`config.mk`:
```
export PLATFORM = sky130hd
export DESIGN_NAME = pll_mgmt_responder
export DESIGN_NICKNAME = d
export VERILOG_FILES = /design/src/rtl/pll_mgmt_pkg.sv /design/src/rtl/pll_mgmt_regfile.sv /design/src/rtl/pll_mgmt_responder.sv
export SDC_FILE = /design/constraint.sdc
export NUM_CORES = 1
export LEC_CHECK = 0
export BUFFER_PORTS_ARGS = -buffer_cell sky130_fd_sc_hd__buf_4
export CORE_ASPECT_RATIO = 0.8
export CORE_MARGIN = 8
export CORE_UTILIZATION = 51
export CTS_CLUSTER_SIZE = 10
export DETAILED_ROUTE_END_ITERATION = 7
export PLACE_DENSITY = 0.73
export SKIP_LAST_GASP = 1
export SYNTH_ARGS = -nofsm -noshare
export SYNTH_HDL_FRONTEND = slang
export SYNTH_HIERARCHICAL = 1
export SYNTH_SLANG_ARGS = --single-unit
```
`constraint.sdc`:
```
create_clock -name clk_50m -period 2.6 [get_ports clk_50m]
set_input_delay 0.52 -clock clk_50m [delete_from_list [all_inputs] [get_ports clk_50m]]
set_output_delay 0.52 -clock clk_50m [all_outputs]
set_load 0.05 [all_outputs]
```
`src/rtl/pll_mgmt_pkg.sv`:
```
// Shared definitions for the PLL management responder: register map, FSM states
// and the two fractional-K settings used by the core's clock control.
package pll_mgmt_pkg;

  localparam logic [5:0] ADDR_MODE   = 6'd0;
  localparam logic [5:0] ADDR_STATUS = 6'd1;
  localparam logic [5:0] ADDR_START  = 6'd2;
  localparam logic [5:0] ADDR_N      = 6'd3;
  localparam logic [5:0] ADDR_M      = 6'd4;
  localparam logic [5:0] ADDR_C0     = 6'd5;
  localparam logic [5:0] ADDR_K      = 6'd7;

  localparam logic [31:0] K_NATIVE     = 32'd3639383488;
  localparam logic [31:0] K_UNDERCLOCK = 32'd3262113561;

  typedef enum logic [2:0] {
    INIT,
    IDLE,
    RD,
    APPLY,
    LOCK
  } state_t;

  function automatic logic [31:0] packStatus(input logic busy, input logic err);
    return {30'd0, err, busy};
  endfunction

endpackage

```
`src/rtl/pll_mgmt_regfile.sv`:
```
// Staging and active PLL setting registers, mode/error flags and the
// combinational read mux sampled by the responder FSM.
module pll_mgmt_regfile
  import pll_mgmt_pkg::*;
#(
  parameter logic [31:0] K_RESET = K_NATIVE
) (
  input  logic        clk_50m,
  input  logic        reset,
  input  logic        i_wrEn,
  input  logic [5:0]  i_addr,
  input  logic [31:0] i_wdata,
  input  logic        i_apply,
  input  logic        i_setErr,
  input  logic        i_clrErr,
  input  logic        i_busy,
  output logic        o_mode,
  output logic [31:0] o_rdata,
  output logic [31:0] o_activeK,
  output logic [15:0] o_activeM,
  output logic [15:0] o_activeN,
  output logic [17:0] o_activeC0
);

  logic        r_mode;
  logic        r_err;
  logic [31:0] r_stgK;
  logic [15:0] r_stgM;
  logic [15:0] r_stgN;
  logic [17:0] r_stgC0;
  logic [31:0] r_actK;
  logic [15:0] r_actM;
  logic [15:0] r_actN;
  logic [17:0] r_actC0;

  // Staging is written freely; active only follows staging on the apply edge.
  always_ff @(posedge clk_50m or negedge reset) begin
    if (!reset) begin
      r_mode  <= 1'b0;
      r_err   <= 1'b0;
      r_stgK  <= K_RESET;
      r_stgM  <= 16'd0;
      r_stgN  <= 16'd0;
      r_stgC0 <= 18'd0;
      r_actK  <= K_RESET;
      r_actM  <= 16'd0;
      r_actN  <= 16'd0;
      r_actC0 <= 18'd0;
    end else begin
      if (i_wrEn) begin
        case (i_addr)
          ADDR_MODE: r_mode  <= i_wdata[0];
          ADDR_N:    r_stgN  <= i_wdata[15:0];
          ADDR_M:    r_stgM  <= i_wdata[15:0];
          ADDR_C0:   r_stgC0 <= i_wdata[17:0];
          ADDR_K:    r_stgK  <= i_wdata;
          default:   ;
        endcase
      end
      if (i_apply) begin
        r_actK  <= r_stgK;
        r_actM  <= r_stgM;
        r_actN  <= r_stgN;
        r_actC0 <= r_stgC0;
      end
      if (i_setErr) begin
        r_err <= 1'b1;
      end else if (i_clrErr) begin
        r_err <= 1'b0;
      end
    end
  end

  always_comb begin
    o_rdata = 32'd0;
    case (i_addr)
      ADDR_MODE:   o_rdata = {31'd0, r_mode};
      ADDR_STATUS: o_rdata = packStatus(i_busy, r_err);
      ADDR_N:      o_rdata = {16'd0, r_stgN};
      ADDR_M:      o_rdata = {16'd0, r_stgM};
      ADDR_C0:     o_rdata = {14'd0, r_stgC0};
      ADDR_K:      o_rdata = r_stgK;
      default:     o_rdata = 32'd0;
    endcase
  end

  assign o_mode     = r_mode;
  assign o_activeK  = r_actK;
  assign o_activeM  = r_actM;
  assign o_activeN  = r_actN;
  assign o_activeC0 = r_actC0;

endmodule

```
`src/rtl/pll_mgmt_responder.sv`:
```
// Avalon-MM target standing in for the PLL reconfig IP: accepts staged settings,
// applies them on a start command and models the relock interval.
module pll_mgmt_responder
  import pll_mgmt_pkg::*;
#(
  parameter int unsigned APPLY_CYCLES = 16,
  parameter int unsigned LOCK_CYCLES  = 64,
  parameter logic [31:0] K_RESET      = K_NATIVE
) (
  input  logic        clk_50m,
  input  logic        reset,
  input  logic [5:0]  mgmt_address,
  input  logic        mgmt_write,
  input  logic [31:0] mgmt_writedata,
  input  logic        mgmt_read,
  output logic [31:0] mgmt_readdata,
  output logic        mgmt_waitrequest,
  output logic [31:0] active_k,
  output logic [15:0] active_m,
  output logic [15:0] active_n,
  output logic [17:0] active_c0,
  output logic        apply,
  output logic        locked,
  output logic        busy
);

  if (APPLY_CYCLES < 1 || LOCK_CYCLES < 1 ||
      APPLY_CYCLES > 65536 || LOCK_CYCLES > 65536) begin : gBadParams
    $error("pll_mgmt_responder: APPLY_CYCLES and LOCK_CYCLES must be in 1..65536");
  end

  localparam logic [15:0] APPLY_LOAD = 16'(APPLY_CYCLES - 1);
  localparam logic [15:0] LOCK_LOAD  = 16'(LOCK_CYCLES - 1);

  state_t      r_state;
  logic [15:0] r_cnt;
  logic        r_wait;
  logic        r_rdPhase;
  logic [31:0] r_readdata;
  logic        r_apply;
  logic        r_locked;
  logic        r_busy;

  logic        w_wrDone;
  logic        w_rdStall;
  logic        w_rdDone;
  logic        w_start;
  logic        w_inFlight;
  logic        w_applyNow;
  logic        w_mode;
  logic [31:0] w_rdMux;

  // A fresh read is held off for one cycle so readdata can be registered; a
  // simultaneous write takes the transfer and the read is dropped.
  assign w_rdStall  = mgmt_read && !mgmt_write && !r_wait && !r_rdPhase;
  assign w_rdDone   = mgmt_read && !mgmt_write && !r_wait && r_rdPhase;
  assign w_wrDone   = mgmt_write && !r_wait;
  assign w_start    = w_wrDone && (mgmt_address == ADDR_START);
  assign w_inFlight = (r_state == APPLY) || (r_state == LOCK);
  assign w_applyNow = (r_state == APPLY) && (r_cnt == 16'd0);

  assign mgmt_waitrequest = r_wait || w_rdStall;
  assign mgmt_readdata    = r_readdata;
  assign apply            = r_apply;
  assign locked           = r_locked;
  assign busy             = r_busy;

  pll_mgmt_regfile #(
    .K_RESET (K_RESET)
  ) u_regfile (
    .clk_50m    (clk_50m),
    .reset      (reset),
    .i_wrEn     (w_wrDone && (mgmt_address != ADDR_START)),
    .i_addr     (mgmt_address),
    .i_wdata    (mgmt_writedata),
    .i_apply    (w_applyNow),
    .i_setErr   (w_start && w_inFlight),
    .i_clrErr   (w_rdDone && (mgmt_address == ADDR_STATUS)),
    .i_busy     (r_busy),
    .o_mode     (w_mode),
    .o_rdata    (w_rdMux),
    .o_activeK  (active_k),
    .o_activeM  (active_m),
    .o_activeN  (active_n),
    .o_activeC0 (active_c0)
  );

  // Waitrequest for an apply is chosen at the start edge, so a mode write made
  // while busy only affects the following start.
  always_ff @(posedge clk_50m or negedge reset) begin
    if (!reset) begin
      r_state    <= INIT;
      r_cnt      <= 16'd0;
      r_wait     <= 1'b1;
      r_rdPhase  <= 1'b0;
      r_readdata <= 32'd0;
      r_apply    <= 1'b0;
      r_locked   <= 1'b0;
      r_busy     <= 1'b0;
    end else begin
      r_apply   <= 1'b0;
      r_rdPhase <= w_rdStall;
      if (w_rdStall) begin
        r_readdata <= w_rdMux;
      end
      case (r_state)
        INIT: begin
          r_wait   <= 1'b0;
          r_locked <= 1'b1;
          r_state  <= IDLE;
        end
        IDLE, RD: begin
          if (w_start) begin
            r_state <= APPLY;
            r_cnt   <= APPLY_LOAD;
            r_busy  <= 1'b1;
            r_wait  <= !w_mode;
          end else if (w_rdStall) begin
            r_state <= RD;
          end else begin
            r_state <= IDLE;
          end
        end
        APPLY: begin
          if (r_cnt == 16'd0) begin
            r_apply  <= 1'b1;
            r_locked <= 1'b0;
            r_cnt    <= LOCK_LOAD;
            r_state  <= LOCK;
          end else begin
            r_cnt <= r_cnt - 16'd1;
          end
        end
        LOCK: begin
          if (r_cnt == 16'd0) begin
            r_locked <= 1'b1;
            r_busy   <= 1'b0;
            r_wait   <= 1'b0;
            r_state  <= IDLE;
          end else begin
            r_cnt <= r_cnt - 16'd1;
          end
        end
        default: begin
          r_state <= INIT;
          r_wait  <= 1'b1;
        end
      endcase
    end
  end

endmodule

```
; After elaboration in Yosys (flattened, before gate mapping)
; Index checks and enable logic that the tools add are counted.
[totals]
reg_bits = 222
out_inout_bits = 118
[op_classes]
add_sub_neg = 1
n_eq_ne = 15
mux = 21
n_bitwise = 1
reduce_logical = 34
[ops]
columns = op, count
row1 = 32-bit case mux with 6 select lines, 1
row2 = 16-bit two-way mux, 3
row3 = 16-bit case mux with 3 select lines, 1
row4 = 6-bit by 3-bit equality test with 1-bit output (second input constant), 3
row5 = 16-bit zero test, 1
row6 = 16-bit by 1-bit subtractor with 16-bit output (second input constant), 1
row7 = 6-bit by 2-bit equality test with 1-bit output (second input constant), 2
row8 = 3-bit case mux with 4 select lines, 1
row9 = 2-bit AND reduction, 6
row10 = 3-bit AND reduction, 4
row11 = 1-bit logical AND, 10
row12 = 1-bit two-way mux, 8
row13 = 3-bit by 2-bit equality test with 1-bit output (second input constant), 2
row14 = 6-bit by 1-bit equality test with 1-bit output (second input constant), 1
row15 = 6-bit zero test, 1
row16 = 3-bit two-way mux, 2
row17 = 6-bit by 2-bit inequality test with 1-bit output (second input constant), 1
row18 = 3-bit nonzero test, 2
row19 = 1-bit zero test, 4
row20 = 2-bit two-way mux, 2
row21 = 2-bit by 1-bit inequality test with 1-bit output (second input constant), 2
row22 = 2-bit inequality test (second input constant), 2
row23 = 1-bit case mux with 4 select lines, 1
row24 = 2-bit nonzero test, 2
row25 = 8 further kinds, 9

; Depth between registers and ports, before layout
[depth]
word_depth = 7
mapped_depth = 8
depth_no_buf = 7

; Modules after synthesis
; Netlist, hierarchy kept.
[by_module_without_submodules]
columns = mod, instances, cells_per_inst, area_each_um2, seq_area_each_um2
row1 = pll_mgmt_regfile, 1, 443, 6872.8, 4191.5
row2 = pll_mgmt_responder, 1, 223, 2656.3, 1402.6

; Worst setup path before layout
; No wires, ideal clock.
[synth_path]
kind = register to register
start = register r_cnt[0]
end = register u_regfile.r_actC0[0], in the netlist u_regfile/o_activeC0[0]
setup_ns = 0.125
arrival_time_ns = 2.414
t_required_ns = 2.475
path_slack_ns = 0.062
stages_incl_launch_ff = 9
n_path_buf = 2
period_less_slack_ns = 2.538
path_cell_list = dfrtp_1 -> inv_1 -> ha_1 -> nor4b_1 -> nand4_1 -> nor2_1 -> clkbuf_1 -> clkbuf_1 -> mux2_2
[synth_between]
elab_chain_cells = 2
[synth_lines]
columns = element, line_no
row1 = "start, declared", pll_mgmt_responder.sv:36  ; logic [15:0] r_cnt;
row2 = "start signal, assigned", pll_mgmt_responder.sv:131  ; r_cnt <= r_cnt - 16'd1;
row3 = "start signal, assigned", pll_mgmt_responder.sv:141  ; r_cnt <= r_cnt - 16'd1;
row4 = 16-bit zero test, pll_mgmt_responder.sv:60  ; assign w_applyNow = (r_state == APPLY) && (r_cnt == 16'd0);
row5 = 1-bit logical AND, pll_mgmt_responder.sv:60
row6 = named net w_applyNow, pll_mgmt_responder.sv:49  ; logic w_applyNow;
row7 = "end signal, assigned", pll_mgmt_regfile.sv:64  ; r_actC0 <= r_stgC0;
row8 = "end, declared", pll_mgmt_regfile.sv:34  ; logic [17:0] r_actC0;
; The timed path passes the listed nets, and every way through them passes these cells.
; A chain may end at the register's enable or synchronous reset.

; Worst setup path in the final report
[layout_path]
start = register r_cnt[0]
end = register r_cnt[1]
[layout_between]
elab_chain_cells = 3
elab_cells_between_ends = 7
classes_between = add/sub: 1 / eq/ne: 1 / mux: 3 / reduce/logical: 2
[layout_lines]
columns = element, line_no
row1 = 16-bit by 1-bit subtractor with 16-bit output / 16-bit zero test (equally long branches), n/a
row2 = "16-bit two-way mux, or another cell as far along", pll_mgmt_responder.sv:135  ; if (r_cnt == 16'd0) begin
row3 = 16-bit case mux with 3 select lines / 3-bit AND reduction (equally long branches), n/a
; Several ways; a longest one is shown, not always the timed one. The select of a mux whose other input is x is not followed.

==> key figures <==
Route
  • Via Count: roughly 6200
  • Antenna Violating Nets Remaining: 0
  • Drt initial violations: 363
  • DRC violations left: 0
  • Vias per cell: 5.55
  • Avg WL per Cell: approximately 21 µm
  • Total routed wirelength: around 23 mm
  • First-pass iteration count of the detailed router: 5

Die
  • Starting Density: a little over half
  • Vert. Die Dim: around 140 µm
  • Die X: approximately 170 µm
  • Floorplan core area: between 15000 and 20000 µm²
  • Boundary pin count: 160
  • Die Area: 23300 µm²
  • Placement Rows: 44

Setup path
  • Slowest cell on crit path: sky130_fd_sc_hd__dfrtp_1
  • Delay of the slowest cell on the worst path: ~0.4 ns
  • Category of the most critical setup path: reg2reg
  • Delay-heaviest family, CP: simple AND/OR/NAND/NOR gates
  • Crit path cell chain: inv_1 > ha_1 > nor4b_1 > nand4_1 > buf_4 > nand2_1 > o21a_4 > mux2_2
  • Kind of end point of the critical path: flop
  • Worst setup SP type: flop
  • Data arrival time of the critical path: about 2.8 ns
  • Data required time at the worst endpoint: approximately 3 ns
  • Biggest fanout along the worst timing path: 16
  • CP Buf/Inv Count: 2

STA
  • FMAX: roughly 410 MHz
  • Tightest slew margin relative to the limit: roughly a third
  • Post-Route Skew: just over 0.02 ns
  • Post-route fraction of the period consumed by the critical path: ~94%
  • Slew at the pin closest to its max-slew limit: 0.980 ns
  • Accumulated negative setup slack: 0 ns
  • Minimum clock period after layout: approximately 2.4 ns
  • Unrepaired setup endpoints after global routing: no
  • Final-report max-slew violation count: 0
  • Number of setup violations in the final report: 0
  • Final hold violation count: 1
  • Final hold slack: -0.00582 ns

Clock network
  • Later-pin clock latency in the skew report: approximately 0.53 ns
  • Max Buffers Root-to-Sink: 3
  • Clock-pin slew of the registers on the worst-case setup and hold paths: 0.06 ns
  • Number of levels the H-tree was split into: 1
  • Total CTS buffers: 26
  • Root buffer selected by CTS: sky130_fd_sc_hd__clkbuf_16
  • TritonCTS clock tree: built
  • # Post-CTS Setup Buffers: 0
  • Number of gates resized after cts: 0
  • Number of hold buffers added after CTS: 0
  • CTS sink count: 222

Finish
  • Final instance area: around 12000 µm²
  • Sequential cell area: around 5600 µm²
  • Nets@finish: slightly below 900
  • Final core occ: 65.7%
  • Post-route non-filler standard cell count: 1118
  • Area growth from synthesis to final layout: 25.6%
  • Share of layout cells above drive strength 1: between 50% and 60%
  • Area of the multi-input gates: about 3800 µm²
  • Final antenna diode count: 0
  • Fill cells: approximately 1300

Global routing
  • Overall global routing resource usage: roughly 20%
  • Number of global-route vias before repair: 6737
  • Antenna violations before repair: 0
  • GR Overflow Total: 0
  • Pin count of the biggest net entering global routing: 87
  • Wire length of the first global-routing pass: about 37 mm

Pwr
  • Leakage: ~6.1 nW
  • Power per standard cell area: 574 nW/µm²
  • Maximum vdd drop: between 0.0006 and 0.0007 V

Placed design
  • Gpl congestion: ~0.8
  • Hpwl dp: 15.8 mm
  • Instance area at placement: roughly 11000 µm²
  • Instance count after placement with tap cells included: 1071
  • Quantity of I/O buffers inserted on ports: 159

Synth
  • Synth area leaders: sky130_fd_sc_hd__dfrtp_1 50%, sky130_fd_sc_hd__mux2_2 22%, sky130_fd_sc_hd__dfstp_2 8.5%
  • Area fraction in compound gates after synthesis: about 5.1%
  • Cell area after technology mapping: around 9500 µm²
  • Syn_area_per_cell: approximately 14 µm²
  • Top cells by count, synth: 191 x sky130_fd_sc_hd__dfrtp_1, 188 x sky130_fd_sc_hd__mux2_2, 33 x sky130_fd_sc_hd__mux2i_1
  • Primary FF master, synth: sky130_fd_sc_hd__dfrtp_1
  • Proportion of synthesized area in mux cells: a little over a quarter
  • Top-count cell post-synth: sky130_fd_sc_hd__dfrtp_1
  • Dominant combinational cell family by area after synthesis: multiplexers
  • Post-synthesis share of cell area spent on full adders, half adders and majority gates: less than 1%
  • Share of synthesized flip-flops with an asynchronous set or reset: between 90% and 100%
  • Syn. warnings: 6
  • Post-synth EDFFs: 0
  • Largest area contributor in the synthesized netlist: sky130_fd_sc_hd__dfrtp_1
  • Register bit count reported by yosys: roughly 220
  • Simple-gate share of the synthesized area: roughly 6.7%
  • Area share of the largest cell type after synthesis: 50.2%
  • Cell count after synthesis: 666
  • Register area share after synthesis: 58.7%
  • Post-synthesis xor/xnor area fraction: less than 1%
  • Number of nets produced by synthesis: 710
  • Number of distinct library cells after synthesis: between 60 and 70

Worst hold path
  • Type of the tightest min-delay check: in2async

Outcome
  • Failing checks: hold timing
  • Run status: finished with violations

Flow run
  • Maximum capacitance violations: 0
[worst register-to-register path, cell delays in order (launching register included)]
cell and delay (ns):
sky130_fd_sc_hd__dfrtp_1 0.40, sky130_fd_sc_hd__inv_1 0.13, sky130_fd_sc_hd__ha_1 0.15, sky130_fd_sc_hd__nor4b_1 0.32, sky130_fd_sc_hd__nand4_1 0.29, sky130_fd_sc_hd__buf_4 0.26
sky130_fd_sc_hd__nand2_1 0.14, sky130_fd_sc_hd__o21a_4 0.26, sky130_fd_sc_hd__mux2_2 0.36
[layout make-up]
cell class	count	area share (%)
multi-input combinational	400	31.4
timing repair buffer	188	12.7
sequential	222	46.7
clock buffer	45	6.03
tap	253	2.64
clock inverter	2	0.209
inverter	8	0.251
[logic make-up (layout without fill, tap and decap cells)]
group                      count (synthesis)  in the layout
buffers and inverters                     44            243
and+or+nand+nor                           98             98
AOI/OAI and AO/OA                         66             66
xor gates and xnor gates                   1              1
muxes                                    232            232
DFF                                      222            222
adders and majority gates                  3              3
[state kept, by name, indices dropped and copies added (netlist names), 3 cells and up]
register	cells
u_regfile/o_activeN	16
u_regfile/r_stgM	16
u_regfile/r_stgK	32
u_regfile/r_stgC0	18
u_regfile/o_activeC0	18
r_cnt	16
u_regfile/o_activeK	32
u_regfile/o_activeM	16
u_regfile/r_stgN	16
mgmt_readdata	32
r_state	3
[worst paths after layout]
check	start	endpoint	slack (ns)	cells past startpoint
worst max-delay path	r_cnt[0]	r_cnt[1]	0.16	8
worst min-delay path	reset	u_regfile/o_activeK[24]	-0.006	1
worst max register to register	r_cnt[0]	r_cnt[1]	0.16	8
worst min register to register	u_regfile/r_err	u_regfile/r_err	0.50	1
max in group asynchronous	reset	u_regfile/r_stgK[8]	1.81	2
min in group clk_50m	mgmt_writedata[29]	u_regfile/r_stgK[29]	0.22	2
[power by group]
part	switching, mW	internal (mW)	leakage (nW)	total (mW)
Combinational	0.129	0.0791	2.81	0.208
Clock	1.33	1.87	0.354	3.20
Sequential	0.00353	3.46	2.97	3.47
Total	1.46	5.42	6.13	6.88
[per-layer routing]
metal | wire length [µm] | up-vias | track usage [%]
met1 | 10300 | 3204 | 25.7
met5 | 0 | - | 0
li1 | - | 2818 | -
met3 | 1220 | 30 | 4.38
met4 | 343 | 0 | 3.99
met2 | 11300 | 150 | 32.7
[layout by cell type (no fill, tap or decap), types with 6 or more instances in the layout]
cell type and n:
sky130_fd_sc_hd__nand3_1 6, sky130_fd_sc_hd__a21oi_1 11, sky130_fd_sc_hd__dfstp_2 31, sky130_fd_sc_hd__buf_4 179, sky130_fd_sc_hd__a211o_1 10, sky130_fd_sc_hd__inv_1 8, sky130_fd_sc_hd__nor2_1 12, sky130_fd_sc_hd__and3_1 8
sky130_fd_sc_hd__buf_12 8, sky130_fd_sc_hd__mux2_1 10, sky130_fd_sc_hd__and2_1 16, sky130_fd_sc_hd__mux2_2 188, sky130_fd_sc_hd__clkbuf_16 26, sky130_fd_sc_hd__dfrtp_1 191, sky130_fd_sc_hd__o22ai_1 15, sky130_fd_sc_hd__mux2i_1 33
sky130_fd_sc_hd__nand2_1 12, sky130_fd_sc_hd__nor3_1 10, sky130_fd_sc_hd__clkbuf_1 19
[per-stage QoR]
step	setup slack, ns	total power, mW
finish	0.163	6.88
CTS	0.209	6.97
global placement	0.0515	3.73
floorplan	0.0615	3.57
detailed placement	0.000255	3.74
global route	0.0536	7.13
Note: power is estimated with default switching activity, not from simulation.
